===== config.mk =====
export PLATFORM = sky130hd
export DESIGN_NAME = div
export DESIGN_NICKNAME = d
export VERILOG_FILES = /design/src/rtl/div_pkg.sv /design/src/rtl/div_step.sv /design/src/rtl/div.sv
export SDC_FILE = /design/constraint.sdc
export NUM_CORES = 1
export LEC_CHECK = 0
export ABC_CLOCK_PERIOD_IN_PS = 14400
export CORE_MARGIN = 1.5
export CORE_UTILIZATION = 50
export CTS_CLUSTER_SIZE = 20
export DETAILED_ROUTE_END_ITERATION = 8
export MAX_ROUTING_LAYER = met4
export PLACE_DENSITY = 0.81
export SYNTH_ARGS = -nofsm -noshare
export SYNTH_HDL_FRONTEND = slang
export SYNTH_SLANG_ARGS = --single-unit
export TNS_END_PERCENT = 20

===== constraint.sdc =====
create_clock -name clk -period 14.4 [get_ports clk]
set_input_delay 2.88 -clock clk [delete_from_list [all_inputs] [get_ports clk]]
set_output_delay 2.88 -clock clk [all_outputs]
set_load 0.01 [all_outputs]

===== src/rtl/div_pkg.sv =====
// rtl/div_pkg.sv - shared types, constants and adder helpers for the div block
package div_pkg;

    localparam int DIV_W     = 32;
    localparam int DIV_ITERS = 32;
    localparam int CNT_W     = 5;
    localparam logic [DIV_W-1:0] INT_MIN = 32'h8000_0000;

    typedef enum logic [1:0] {
        IDLE,
        RUN,
        DONE
    } state_t;

    // Generate/propagate carry chain of the 32-bit CLA adder; sum and carry-out
    // are split so callers that only need one of them leave nothing unused.
    function automatic logic [DIV_W-1:0] cla_sum32(
        input logic [DIV_W-1:0] a,
        input logic [DIV_W-1:0] b,
        input logic             cin
    );
        logic [DIV_W-1:0] g, p, c;
        g    = a & b;
        p    = a ^ b;
        c[0] = cin;
        for (int i = 1; i < DIV_W; i++) begin
            c[i] = g[i-1] | (p[i-1] & c[i-1]);
        end
        return p ^ c;
    endfunction

    function automatic logic cla_cout32(
        input logic [DIV_W-1:0] a,
        input logic [DIV_W-1:0] b,
        input logic             cin
    );
        logic [DIV_W-1:0] g, p;
        logic [DIV_W:0]   c;
        g    = a & b;
        p    = a ^ b;
        c[0] = cin;
        for (int i = 1; i <= DIV_W; i++) begin
            c[i] = g[i-1] | (p[i-1] & c[i-1]);
        end
        return c[DIV_W];
    endfunction

    function automatic logic [DIV_W-1:0] negate32(input logic [DIV_W-1:0] x);
        return cla_sum32(~x, '0, 1'b1);
    endfunction

endpackage


===== src/rtl/div_step.sv =====
// rtl/div_step.sv - one combinational restoring shift-subtract iteration on magnitudes
module div_step
    import div_pkg::*;
(
    input  logic [DIV_W-1:0] rem,
    input  logic [DIV_W-1:0] quo,
    input  logic [DIV_W-1:0] divisor,
    output logic [DIV_W-1:0] rem_next,
    output logic [DIV_W-1:0] quo_next
);

    logic [DIV_W-1:0] sh_rem;
    logic [DIV_W-1:0] diff;
    logic             no_borrow;

    // The shifted remainder is 33 bits ({rem, quo[31]}); its top bit set means
    // it already exceeds any 32-bit divisor, so the subtract always succeeds.
    always_comb begin
        sh_rem    = {rem[DIV_W-2:0], quo[DIV_W-1]};
        diff      = cla_sum32(sh_rem, ~divisor, 1'b1);
        no_borrow = rem[DIV_W-1] | cla_cout32(sh_rem, ~divisor, 1'b1);
        rem_next  = no_borrow ? diff : sh_rem;
        quo_next  = {quo[DIV_W-2:0], no_borrow};
    end

endmodule


===== src/rtl/div.sv =====
// rtl/div.sv - 32-bit signed sequential divider; DIV_REMAINDER_EN adds data_remainder
module div
    import div_pkg::*;
(
    input  logic             clk,
    input  logic             rst,
    input  logic             ctrl_DIV,
    input  logic [DIV_W-1:0] data_operandA,
    input  logic [DIV_W-1:0] data_operandB,
    output logic [DIV_W-1:0] data_result,
    output logic             data_exception,
    output logic             data_resultRDY,
    output logic             busy
`ifdef DIV_REMAINDER_EN
    ,
    output logic [DIV_W-1:0] data_remainder
`endif
);

    state_t           state;
    logic [CNT_W-1:0] cnt;
    logic [DIV_W-1:0] rem, quo, divisor;
    logic             neg_q, dz, ovf;
    logic [DIV_W-1:0] abs_a, abs_b, quo_neg, rem_step, quo_step;
`ifdef DIV_REMAINDER_EN
    logic             neg_r;
    logic [DIV_W-1:0] rem_neg;
    assign rem_neg = negate32(rem);
`endif

    always_comb begin
        abs_a   = data_operandA[DIV_W-1] ? negate32(data_operandA) : data_operandA;
        abs_b   = data_operandB[DIV_W-1] ? negate32(data_operandB) : data_operandB;
        quo_neg = negate32(quo);
    end

    div_step u_step (
        .rem      (rem),
        .quo      (quo),
        .divisor  (divisor),
        .rem_next (rem_step),
        .quo_next (quo_step)
    );

    // A start in any state (re)launches the op; it is evaluated last so it
    // overrides RUN/DONE transitions while DONE still publishes its result.
    always_ff @(posedge clk) begin
        if (rst) begin
            state          <= IDLE;
            cnt            <= '0;
            rem            <= '0;
            quo            <= '0;
            divisor        <= '0;
            neg_q          <= 1'b0;
            dz             <= 1'b0;
            ovf            <= 1'b0;
            data_result    <= '0;
            data_exception <= 1'b0;
            data_resultRDY <= 1'b0;
            busy           <= 1'b0;
`ifdef DIV_REMAINDER_EN
            neg_r          <= 1'b0;
            data_remainder <= '0;
`endif
        end else begin
            data_resultRDY <= 1'b0;
            case (state)
                RUN: begin
                    rem <= rem_step;
                    quo <= quo_step;
                    cnt <= cnt + 1'b1;
                    if (cnt == CNT_W'(DIV_ITERS - 1)) state <= DONE;
                end
                DONE: begin
                    if (dz)        data_result <= '0;
                    else if (ovf)  data_result <= INT_MIN;
                    else           data_result <= neg_q ? quo_neg : quo;
`ifdef DIV_REMAINDER_EN
                    if (dz || ovf) data_remainder <= '0;
                    else           data_remainder <= neg_r ? rem_neg : rem;
`endif
                    data_exception <= dz | ovf;
                    data_resultRDY <= 1'b1;
                    state          <= IDLE;
                    busy           <= 1'b0;
                end
                default: ;
            endcase
            if (ctrl_DIV) begin
                quo     <= abs_a;
                divisor <= abs_b;
                rem     <= '0;
                cnt     <= '0;
                neg_q   <= data_operandA[DIV_W-1] ^ data_operandB[DIV_W-1];
                dz      <= (data_operandB == '0);
                ovf     <= (data_operandA == INT_MIN) && (data_operandB == '1);
`ifdef DIV_REMAINDER_EN
                neg_r   <= data_operandA[DIV_W-1];
`endif
                state   <= RUN;
                busy    <= 1'b1;
            end
        end
    end

endmodule


==> reports/summary.txt <==
DIE AREA: 0.0182 sq mm
crit path max fanout: 14
Hold Crit Class: register to register
Layout Utilization: 60.8%
M1 GR Usage: 30.0%
total gr overflow: 0
Initial DRT Pass Iterations: 5
final WL: 20100 um
Seq pwr share: 40.8%
I/O pin count: 102
clk slew on worst S/H paths: 0.06 ns
peak supply drop: 0.0910 mV
fill count: 1422
CP arrival: 14.05 ns
I/O Buffers: 101
Chip Width: 135 um
core area: 0.0171 sq mm
CTS buffer count: 17
Final ANT Viol Nets: 0
starting density of the core: 50.8%
Int Pwr: 765 uW
Area contributors post-synth: dfxtp_1 32%, ha_1 14%, a211oi_1 7.9%
RSZ-0062 raised after global routing: no
maximum clock frequency: 72.7 MHz
Tightest Pin Transition: 1.12 ns
Setup TNS Final: 0 ns
synthesized area: 0.00870 sq mm
clk_skew: 0.00622 ns
CTS tree: yes
Die Y: 135 um
Fin Hold WS: 0.457 ns
minimum clock period: 13.75 ns
hold path depth: 2
sequential share of the synthesized area: 32.5%
#FFs+latches synth: 141
largest net degree at the start of global routing: 105
GR Util All Layers: 23.4%
worst stage delay on the critical path: 0.42 ns
worst relative slew slack: 25.2%
cell family with most CP delay: adder cells
share of cells above drive strength 1: 4.23%
Antenna diodes: 0
Pwr Total: 1.02 mW
post-synth cell types: 34
proportion of netlist area held by the largest area contributor: 32.5%
Area Overhead vs Synth: 19.6%
yosys warns: 0
CTS HTree Levels: 4
Post-CTS Setup Inserts: 0
Critical Path Source Type: register
Synthesized Nets: 1210
Yosys top cell by area: dfxtp_1
GR Util met3: 3.75%
Max Slew Vio Count: 0
most used cell, CP: fa_1
Net Sw Frac: 24.6%
Worst Path Required: 14.70 ns
# nets final: 1267
pre-CTS setup slack: 0.864 ns
most used routing layer: met2
total number of vias: 7242
clk_lat worst skew: 0.42 ns
drt drc: 0
Worst Path Buf+Inv: 3
initial antenna violation count: 0
CTS Root Cell: clkbuf_16
max_cap viols: 0
first-pass GRT wire length: 32900 um
Clk pwr share: 45.6%
Critical Path Stages: 39
hold buffer count at CTS: 0
met2 GRT Util: 37.5%
DR iter-0 viols: 529
final hold violations: 0
Worst R2R Path Depth: 39
Static Leak: 4.25 nW
Power Density: 97.6 mW/mm^2
CP Class: register to register
synthesized instance count: 1018
vias per cell: 5.52
synthesized area per cell: 8.54 sq um
status: finished clean
most common cell after layout, fill and taps aside: dfxtp_1
Crit-path slowest cell: fa_1
CP Capture Type: register
Detail Placement HPWL: 14100 um
vias in the first global route: 6789
Placer Congestion: 0.832
final worst slack: 0.649 ns
cts repair resizes: 0
CTS max path bufs: 2
Avg WL per Cell: 15.3 um
combinational share of power: 13.6%
commonest non-fill, non-tap cells in the layout: 141 x dfxtp_1, 128 x inv_1, 104 x nand2_1
FP Rows: 48
final setup fails: 0
sw power: 250 uW
CTS Sinks: 141
Tcrit/Tclk final: 95.5%
-- cell families after synthesis --
| kind of cell | share of synthesized area, % |
|---|---|
| AOI/OAI and AO/OA | 17.9 |
| xor gates and xnor gates | 0.504 |
| adders and majority gates | 20.7 |
| buffers and inverters | 8.91 |
| DFF | 32.5 |
| muxes | 7.02 |
| and+or+nand+nor | 12.5 |
-- cells in the mapped netlist (all sizes together) --
cell	count
dfxtp	141
inv	128
nand2	104
nor2	102
ha	94
a211oi	91
mux2i	61
clkbuf	55
a21oi	41
o21ai	33
a22oi	31
fa	31
o211ai	31
buf	19
nor4	11
nand4	7
nand2b	5
nand3	3
nand4b	3
nor2b	3
nor3	3
nor4b	3
xnor2	3
a211o	2
and4	2
or2	2
or4	2
xor2	2
a21o	1
and3	1
and4b	1
nand4bb	1
o22ai	1
-- worst register-to-register path, delay by kind of cell, from the launching register on --
family          cells  cell delay [ns]
buf+inv             3             0.39
compound gates      2             0.19
flops               1             0.39
simple gates        2             0.37
fa+ha+maj          32            12.27
-- final cells by class --
cell class | instances | area, sq um | share of cell area, %
clock inverters | 7 | 135 | 1.30
clock buffers | 24 | 482 | 4.63
flip-flops and latches | 141 | 2820 | 27.1
repair buffers | 112 | 1090 | 10.5
well taps | 225 | 282 | 2.71
inverters | 128 | 480 | 4.62
multi-input cells | 675 | 5110 | 49.1
-- per-stage QoR --
stage	cell area [sq um]	instances
floorplan	8700	1018
global placement	9790	1281
detailed placement	9790	1281
CTS	10400	1312
global route	10400	1312
finish	10400	1312
-- power groups by stage --
stage                     clock (mW)  sequential (mW)  combinational [mW]
after floorplan                    0            0.420              0.0897
after global placement             0            0.422               0.132
after detailed placement           0            0.423               0.136
after CTS                      0.467            0.414               0.138
after global routing           0.484            0.416               0.155
final                          0.463            0.414               0.138
-- path summary, 6_finish.rpt --
kind | from | end | slack [ns]
worst min register to register | data_result[31] | data_result[31] | 0.46
worst min-delay path | data_result[31] | data_result[31] | 0.46
worst max-delay path | quo[31] | rem[10] | 0.65
worst max register to register | quo[31] | rem[10] | 0.65
-- state kept, by name, indices dropped and copies added, names as in the netlist --
| signal | count |
|---|---|
| cnt | 5 |
| data_resultRDY | 1 |
| rem | 32 |
| data_result | 32 |
| dz | 1 |
| quo | 32 |
| state | 2 |
| data_exception | 1 |
| busy | 1 |
| ovf | 1 |
| neg_q | 1 |
| divisor | 32 |
-- metal layers --
metal	vias to the layer above	routed length (um)
met5	-	0
met4	0	453
met3	28	886
met2	161	9680
met1	3429	9100
li1	3624	-
Power figures use the tool's default switching activity.
